--- src/rtl/cla_pipe_addsub.sv ---
// Pipelined carry look-ahead adder/subtractor: one WIDTH/STAGES-bit segment per stage,
// STAGES cycles of latency, whole pipe holds on a global stall (in_ready = !out_valid | out_ready).
module cla_pipe_addsub #(
  parameter int WIDTH  = 64,
  parameter int STAGES = 4
) (
  input  logic             clk,
  input  logic             rst,
  input  logic             in_valid,
  output logic             in_ready,
  input  logic [WIDTH-1:0] a,
  input  logic [WIDTH-1:0] b,
  input  logic             cin,
  input  logic             sub,
  output logic             out_valid,
  input  logic             out_ready,
  output logic [WIDTH-1:0] sum,
  output logic             cout,
  output logic             ovf,
  output logic             zero
);

  localparam int SEG = WIDTH / STAGES;
  localparam int NG  = SEG / 4;

  // Returns {segment carry-out, segment sum}; group carries are flat look-ahead terms.
  function automatic logic [SEG:0] cla_seg(input logic [SEG-1:0] x,
                                           input logic [SEG-1:0] y,
                                           input logic           ci);
    logic [SEG-1:0] g, p, c;
    logic [NG-1:0]  gg, pg;
    logic [NG:0]    gc;
    logic           pp, gt, term;
    g = x & y;
    p = x ^ y;
    c = '0;
    for (int j = 0; j < NG; j++) begin
      gg[j] = g[4*j+3] | (p[4*j+3] & g[4*j+2]) | (p[4*j+3] & p[4*j+2] & g[4*j+1]) |
              (p[4*j+3] & p[4*j+2] & p[4*j+1] & g[4*j]);
      pg[j] = &p[4*j +: 4];
    end
    for (int j = 0; j <= NG; j++) begin
      pp = 1'b1;
      gt = 1'b0;
      for (int i = 0; i < j; i++) begin
        pp   = pp & pg[i];
        term = gg[i];
        for (int m = i + 1; m < j; m++) term = term & pg[m];
        gt = gt | term;
      end
      gc[j] = gt | (pp & ci);
    end
    for (int j = 0; j < NG; j++) begin
      c[4*j]   = gc[j];
      c[4*j+1] = g[4*j] | (p[4*j] & gc[j]);
      c[4*j+2] = g[4*j+1] | (p[4*j+1] & g[4*j]) | (p[4*j+1] & p[4*j] & gc[j]);
      c[4*j+3] = g[4*j+2] | (p[4*j+2] & g[4*j+1]) | (p[4*j+2] & p[4*j+1] & g[4*j]) |
                 (p[4*j+2] & p[4*j+1] & p[4*j] & gc[j]);
    end
    return {gc[NG], p ^ c};
  endfunction

  logic [WIDTH-1:0]  a_q [STAGES];
  logic [WIDTH-1:0]  b_q [STAGES];
  logic [WIDTH-1:0]  s_q [STAGES];
  logic [WIDTH-1:0]  a_d [STAGES];
  logic [WIDTH-1:0]  b_d [STAGES];
  logic [WIDTH-1:0]  s_d [STAGES];
  logic [WIDTH-1:0]  a_in [STAGES];
  logic [WIDTH-1:0]  b_in [STAGES];
  logic [WIDTH-1:0]  s_in [STAGES];
  logic [STAGES-1:0] c_q, c_d, c_in, v_q, v_d, v_in;
  logic              ovf_q, ovf_d, zero_q, zero_d, advance;
  logic [SEG:0]      seg_r;

  always_comb begin
    advance = !v_q[STAGES-1] | out_ready;
    // Stage 0 sees the port operands with B already inverted for subtract.
    a_in[0] = a;
    b_in[0] = b ^ {WIDTH{sub}};
    s_in[0] = '0;
    c_in[0] = sub | cin;
    v_in[0] = in_valid;
    for (int k = 1; k < STAGES; k++) begin
      a_in[k] = a_q[k-1];
      b_in[k] = b_q[k-1];
      s_in[k] = s_q[k-1];
      c_in[k] = c_q[k-1];
      v_in[k] = v_q[k-1];
    end
    seg_r = '0;
    for (int k = 0; k < STAGES; k++) begin
      seg_r  = cla_seg(a_in[k][k*SEG +: SEG], b_in[k][k*SEG +: SEG], c_in[k]);
      s_d[k] = s_in[k];
      s_d[k][k*SEG +: SEG] = seg_r[SEG-1:0];
      c_d[k] = seg_r[SEG];
      a_d[k] = a_in[k];
      b_d[k] = b_in[k];
      v_d[k] = v_in[k];
    end
    ovf_d  = (a_in[STAGES-1][WIDTH-1] == b_in[STAGES-1][WIDTH-1]) &
             (s_d[STAGES-1][WIDTH-1] != a_in[STAGES-1][WIDTH-1]);
    zero_d = ~|s_d[STAGES-1];
  end

  always_ff @(posedge clk or posedge rst) begin
    if (rst) begin
      for (int k = 0; k < STAGES; k++) begin
        a_q[k] <= '0;
        b_q[k] <= '0;
        s_q[k] <= '0;
      end
      c_q    <= '0;
      v_q    <= '0;
      ovf_q  <= 1'b0;
      zero_q <= 1'b0;
    end else if (advance) begin
      for (int k = 0; k < STAGES; k++) begin
        a_q[k] <= a_d[k];
        b_q[k] <= b_d[k];
        s_q[k] <= s_d[k];
      end
      c_q    <= c_d;
      v_q    <= v_d;
      ovf_q  <= ovf_d;
      zero_q <= zero_d;
    end
  end

  assign in_ready  = advance;
  assign out_valid = v_q[STAGES-1];
  assign sum       = s_q[STAGES-1];
  assign cout      = c_q[STAGES-1];
  assign ovf       = ovf_q;
  assign zero      = zero_q;

endmodule
--- config.mk ---
export PLATFORM = sky130hd
export DESIGN_NAME = cla_pipe_addsub
export DESIGN_NICKNAME = d
export VERILOG_FILES = /design/src/rtl/cla_pipe_addsub.sv
export SDC_FILE = /design/constraint.sdc
export NUM_CORES = 1
export LEC_CHECK = 0
export CORE_UTILIZATION = 40
export CTS_BUF_LIST = sky130_fd_sc_hd__clkbuf_4 sky130_fd_sc_hd__clkbuf_8 sky130_fd_sc_hd__clkbuf_16
export CTS_CLUSTER_SIZE = 40
export DETAILED_ROUTE_END_ITERATION = 7
export PLACE_DENSITY_LB_ADDON = 0.15
export SYNTH_ARGS = -nofsm -noshare
export SYNTH_HDL_FRONTEND = slang
export SYNTH_SLANG_ARGS = --single-unit
--- constraint.sdc ---
create_clock -name clk -period 10.71 [get_ports clk]
set_input_delay 1.071 -clock clk [delete_from_list [all_inputs] [get_ports clk]]
set_output_delay 1.071 -clock clk [all_outputs]
set_load 0.02 [all_outputs]
==> qor.txt, run 1 <==
Slowest-stage cell, CP -> nor4_1
# Max-Cap Violations -> 0
Clk buf depth -> 3
Leak -> 9.847 nW
DP Area -> 18940 sq um
Clock-pin slew on the worst setup and hold paths -> 60 ps
Hold-fix buffers, CTS -> 0
Nets -> 2185
Startpoint types -> register
WL per Instance -> 14.80 um
Setup crit end kind -> register
Async SR Flop Fraction -> 1.000
Critical-path maximum fanout -> 4
Crit share post-route -> 0.4431
Fin util -> 0.5051
VDD IR-drop max -> 138.5 uV
Synthesized cell area -> 16480 sq um
Yosys warnings -> 0
Post-synthesis sequential area ratio -> 0.5497
Layout area overhead -> 23.19%
Pwr dens -> 306.3 nW/um^2
Crit path DAT -> 5220 ps
Gpl congestion -> 0.7857
Worst min path class -> reg2reg
Highest clock rate -> 0.2107 GHz
Hold WS -> 463.2 ps
Number of synthesized flops with an enable pin -> 0
Unrepaired setup endpoints after global routing -> no
Cells after synthesis -> 1805
Minimum clock period -> 4745 ps
Least-Margin Pin Slew -> 1110 ps
DRT Pass-1 Iters -> 4
Design area -> 20300 sq um
Starting Density -> 0.4101
GR Util All Layers -> 0.1847
CP Class -> reg2reg
Post-route antenna net violation count -> 0
Final HPWL DP -> 25170 um
Post-CTS sizing -> 0
Share of layout cells above drive strength 1 -> 0.05053
Num rows -> 73
Core area -> 40190 sq um
Synth unique cells -> 54
Die footprint -> 42010 sq um
Initial antenna violation count -> 0
Via Count -> 11977
Final wirelength -> 37340 um
Total Neg Setup Slack -> 0 ps
Syn avg cell area -> 9.130 sq um
Max Clock Skew -> 10.54 ps
Post-synth top area cell -> dfrtp_1
Count leader, synth -> nand2_1
WP buf/inv -> 0
Net Count, Synth -> 2019
Clk root buf -> clkbuf_16
Top cell type's share of synthesized area -> 0.5497
Congestion Overflow GR -> 0
Power, Total -> 0.006217 W
CTS tree -> done
Relative slew slack -> 0.2584
Clock sink count -> 362
Hold Vio Cnt, Final -> 0
TritonCTS buffer count -> 40
Worst path top cell family by delay -> simple AND/OR/NAND/NOR gates
Prevailing post-synth register cell -> dfrtp_1
Die width -> 205.0 um
First-pass GRT wire length -> 62070 um
Required @ worst endpoint -> 11180 ps
Pin count of the biggest net entering global routing -> 225
Die H -> 205.0 um
Top Ports -> 203
Skew-Pair Late Insertion Delay -> 540 ps
Status -> finished clean
Critical path's largest stage delay -> 830 ps
DR DRC count -> 0
Vias per cell -> 4.745
Vias in the first global route -> 11972
Post-CTS Setup Inserts -> 0
Final setup fails -> 0
Inserted Diodes -> 0
Initial DRC count -> 585
Yosys reg bits -> 362
H-tree depth -> 2
Ranking of synthesized cells by area -> dfrtp_1, nand2_1, ha_1
Synth top cells by count -> nand2_1, dfrtp_1, o21ai_0
Number of port buffers -> 202
Slew Limit Fails -> 0
Worst-path cell chain -> ha_1 > a211o_1 > o211ai_2 > a21oi_1 > or2_2 > and2_1 > o21ai_0 > nand2b_1 > fa_1 > nor4_1 > nand4_1 > nor3_1 > nand4_1 > nor4_1 > a32o_1
## logic make-up (layout without fill, tap and decap cells)
kind of cell             count (synthesis)  count (layout)  synth area share
XOR/XNOR                               107             107           0.05687
buffers and inverters                  114             308           0.02627
AO/OA/AOI/OAI                          200             200           0.07403
AND/OR/NAND/NOR                        941             941            0.2245
flip-flops                             362             362            0.5497
multiplexers                             1               1         0.0006074
adder cells (fa/ha/maj)                 80              80           0.06803
## final timing paths
path	from	end	slack (ps)	depth (start not counted)
worst max-delay path	a_d[48]$_DFFE_PP0P_	zero$_DFFE_PP0P_	5960	15
worst min-delay path	sum[52]$_DFFE_PP0P_	sum[52]$_DFFE_PP0P_	460	2
worst max register to register	a_d[48]$_DFFE_PP0P_	zero$_DFFE_PP0P_	5960	15
worst min register to register	sum[52]$_DFFE_PP0P_	sum[52]$_DFFE_PP0P_	460	2
max in group asynchronous	rst	s_d[76]$_DFFE_PP0P_	7650	4
min in group asynchronous	rst	a_d[125]$_DFFE_PP0P_	950	2
## flip-flops by register name, indices dropped and copies added (netlist names)
signal / count
a_d: 96
b_d: 96
s_d: 96
sum: 64
c_q: 4
v_q: 4
ovf: 1
zero: 1
## worst reg2reg max path: stages, from the launching register on
cell      delay, ps
dfrtp_1         380
ha_1            320
a211o_1         310
o211ai_2        120
a21oi_1          90
or2_2           310
and2_1          190
o21ai_0         150
nand2b_1         90
fa_1            500
nor4_1          830
nand4_1         230
nor3_1          220
nand4_1         230
nor4_1          490
a32o_1          230
## power breakdown
group | leakage (nW) | switching, W | internal (W)
registers | 4.35 | 0.000407 | 0.00198
clock network | 0.685 | 0.000543 | 0.000877
logic | 4.81 | 0.00139 | 0.00101
total | 9.85 | 0.00234 | 0.00387
## placed cells by master (no fill, tap or decap), drive strengths merged, types with 3 or more instances in the layout
master         count
o21ai             85
nand2            835
o211ai             4
ha                64
a211o              3
fa                16
and2               3
or2                3
nand2b             5
nor2              45
o31ai              8
nor4              13
clkinv             4
a211oi             7
xor2              39
or3                5
o21a               3
o21bai             4
clkdlybuf4s50    201
a21o              13
bufinv             4
buf               11
nand3              7
dfrtp            362
inv               25
xnor2             68
a31oi              3
nor3               7
nand4             10
clkbuf            61
a21oi             59
## layout make-up
cell class	instances	area [sq um]
fill	3808	19890
sequential	362	9059
multi-input combinational	1329	6995
timing repair buffer	212	2120
clock buffer	61	1214
tap	525	656.9
clock inverter	9	147.6
inverter	26	108.9
## through the flow
step / std cells / worst slack (ps)
after floorplan: 1805 / 4785
after global placement: 2454 / 6077
after detailed placement: 2454 / 6028
after CTS: 2524 / 6015
after global routing: 2524 / 5836
final: 2524 / 5965
## layer usage
| metal | up-vias | part of all wire | global-route usage |
|---|---|---|---|
| met5 | - | 0 | 0 |
| met4 | 0 | 0.018 | 0.04497 |
| met3 | 47 | 0.038 | 0.03357 |
| met2 | 176 | 0.48 | 0.3057 |
| met1 | 5656 | 0.46 | 0.2502 |
| li1 | 6098 | - | - |
No activity file was read; power rests on OpenSTA's default activity.
==> run 2: changes to the inputs <==
- clock period: 10.71 -> 4.03 ns (I/O delays scaled with it)
==> run 2 against run 1 <==
  * Routed wire length is 0.45% higher
  * Maximum frequency up 26%
  * Final cell count up 0.12%
  * Via count rose by 0.60%
  * Total power grew to 2.7 times the previous value
  * Final area rose by 0.74%
  * Critical path type unchanged
  * Largest power group unchanged
==> qor.txt, run 2 (same netlist as run 1, synthesis figures left out) <==
Status -> finished clean
Max Clock Skew -> 14.77 ps (+4.224 ps)
Crit share post-route -> 0.9352 (+0.4921)
Design area -> 20450 sq um (+0.74%)
Setup crit end kind -> register
Required @ worst endpoint -> 4510 ps (-6670 ps)
Die width -> 205.0 um (unchanged)
Skew-Pair Late Insertion Delay -> 550 ps (about the same)
TritonCTS buffer count -> 41 (+2.5%)
First-pass GRT wire length -> 61960 um (-0.18%)
Starting Density -> 0.4101 (unchanged)
Vias per cell -> 4.768 (+0.48%)
Via Count -> 12049 (+0.60%)
Clock sink count -> 362 (unchanged)
Slew Limit Fails -> 0 (unchanged)
Inserted Diodes -> 0 (unchanged)
Top Ports -> 203 (unchanged)
Layout area overhead -> 24.10%
Hold-fix buffers, CTS -> 0 (unchanged)
Most common cell after layout, fill and taps aside -> nand2_1
Commonest cells after routing, fill and taps aside -> nand2_1, dfrtp_1, clkdlybuf4s50_1
Unrepaired setup endpoints after global routing -> no
Hold Vio Cnt, Final -> 0 (unchanged)
Clk root buf -> clkbuf_16
Crit path DAT -> 4250 ps (-970 ps)
Final HPWL DP -> 25610 um (+1.7%)
Vias in the first global route -> 12112 (+1.2%)
Die footprint -> 42010 sq um (unchanged)
DRT Pass-1 Iters -> 5 (+1)
Post-route antenna net violation count -> 0 (unchanged)
Initial antenna violation count -> 0 (unchanged)
GR Util All Layers -> 0.1849 (about the same)
Core area -> 40190 sq um (unchanged)
Startpoint types -> register
WL per Instance -> 14.84 um (+0.33%)
Fillers -> 3863 (+1.4%)
CTS tree -> done
Clock-pin slew on the worst setup and hold paths -> 60 ps (about the same)
Pwr dens -> 813.3 nW/um^2 (+170%)
Relative slew slack -> 0.3809 (+0.1225)
Worst min path class -> in2async
CP Class -> reg2reg
RR Startpoint -> a_d[48]$_DFFE_PP0P_
Initial DRC count -> 727 (+24%)
Num rows -> 73 (unchanged)
Gpl congestion -> 0.8064 (+2.6%)
Minimum clock period -> 3769 ps (-976.6 ps)
Die H -> 205.0 um (unchanged)
Final wirelength -> 37510 um (+0.45%)
Fin util -> 0.5089 (+0.003736)
Number of port buffers -> 202 (unchanged)
Register area -> 9059 sq um (unchanged)
H-tree depth -> 2 (unchanged)
Share of layout cells above drive strength 1 -> 0.05295 (+0.002422)
Clk buf depth -> 3 (unchanged)
Pin count of the biggest net entering global routing -> 215 (-4.4%)
Crit path launch -> a_d[48]$_DFFE_PP0P_
Highest clock rate -> 0.2653 GHz (+26%)
Congestion Overflow GR -> 0 (unchanged)
Multi-input gate area -> 7008 sq um (+0.18%)
# Max-Cap Violations -> 0 (unchanged)
Nets -> 2190 (+0.23%)
Least-Margin Pin Slew -> 920.1 ps (-189.9 ps)
VDD IR-drop max -> 369.7 uV (+170%)
DP Area -> 19030 sq um (+0.49%)
Leak -> 9.905 nW (+0.58%)
DR DRC count -> 0 (unchanged)
Final setup fails -> 0 (unchanged)
Critical-path maximum fanout -> 4 (unchanged)
==> run 2: timing repair <==
| item | 4_1_cts | 5_1_grt |
|---|---|---|
| endpoints found under the setup margin | 0 | 1 |
| setup buffers | 0 | 0 |
| endpoints found under the hold margin | 0 | 0 |
| gates resized for setup | 0 | 2 |
==> run 2: stage by stage <==
stage	hold WS (ps)	cells	worst slack, ps	total power (W)	setup TNS (ps)
floorplan	430.0	1805	-1227	0.01062	-444270
global placement	449.2	2458	451.3	0.01278	0
detailed placement	455.1	2458	198.7	0.01294	0
CTS	282.1	2527	173.6	0.01688	0
global route	319.3	2527	48.02	0.01799	0
finish	288.8	2527	261.2	0.01663	0
==> run 2: cell type report <==
type                       count  share of cell area
sequential                   362              0.4429
multi-input combinational   1329              0.3427
timing repair buffer         216              0.1082
clock buffer                  63             0.06332
tap                          525             0.03212
clock inverter                 6            0.005445
inverter                      26            0.005323
==> run 2: critical path, stage by stage, from the launching register on <==
cell and delay, ps:
dfrtp_1 380, ha_1 310, a211o_1 310, o211ai_2 120, a21oi_1 90, or2_2 320
and2_1 200, o21ai_0 180, nand2b_1 100, fa_1 490, nor4_2 270, nand4_1 140
nor3_1 240, nand4_1 140, nor4_2 250, a32o_1 180
==> run 2: power by group <==
part,switching [W],internal (W)
clock,0.00145,0.00239
combinational,0.00374,0.00272
sequential,0.00106,0.00527
==> run 2: worst paths after layout <==
| check | endpoint | slack, ps | depth (start not counted) |
|---|---|---|---|
| min | a_d[190]$_DFFE_PP0P_ | 290 | 2 |
| max | zero$_DFFE_PP0P_ | 260 | 15 |
| min in group clk | a_d[190]$_DFFE_PP0P_ | 390 | 3 |
| max reg2reg | zero$_DFFE_PP0P_ | 260 | 15 |
| min reg2reg | sum[21]$_DFFE_PP0P_ | 460 | 2 |
| max in group asynchronous | s_d[84]$_DFFE_PP0P_ | 2570 | 3 |
==> run 2: metal layers <==
layer,GRT usage,vias up,routed length [um]
li1,-,6116,-
met1,0.2496,5695,17310
met2,0.3024,185,17880
met3,0.03150,53,1478
met4,0.05847,0,838
met5,0,-,0
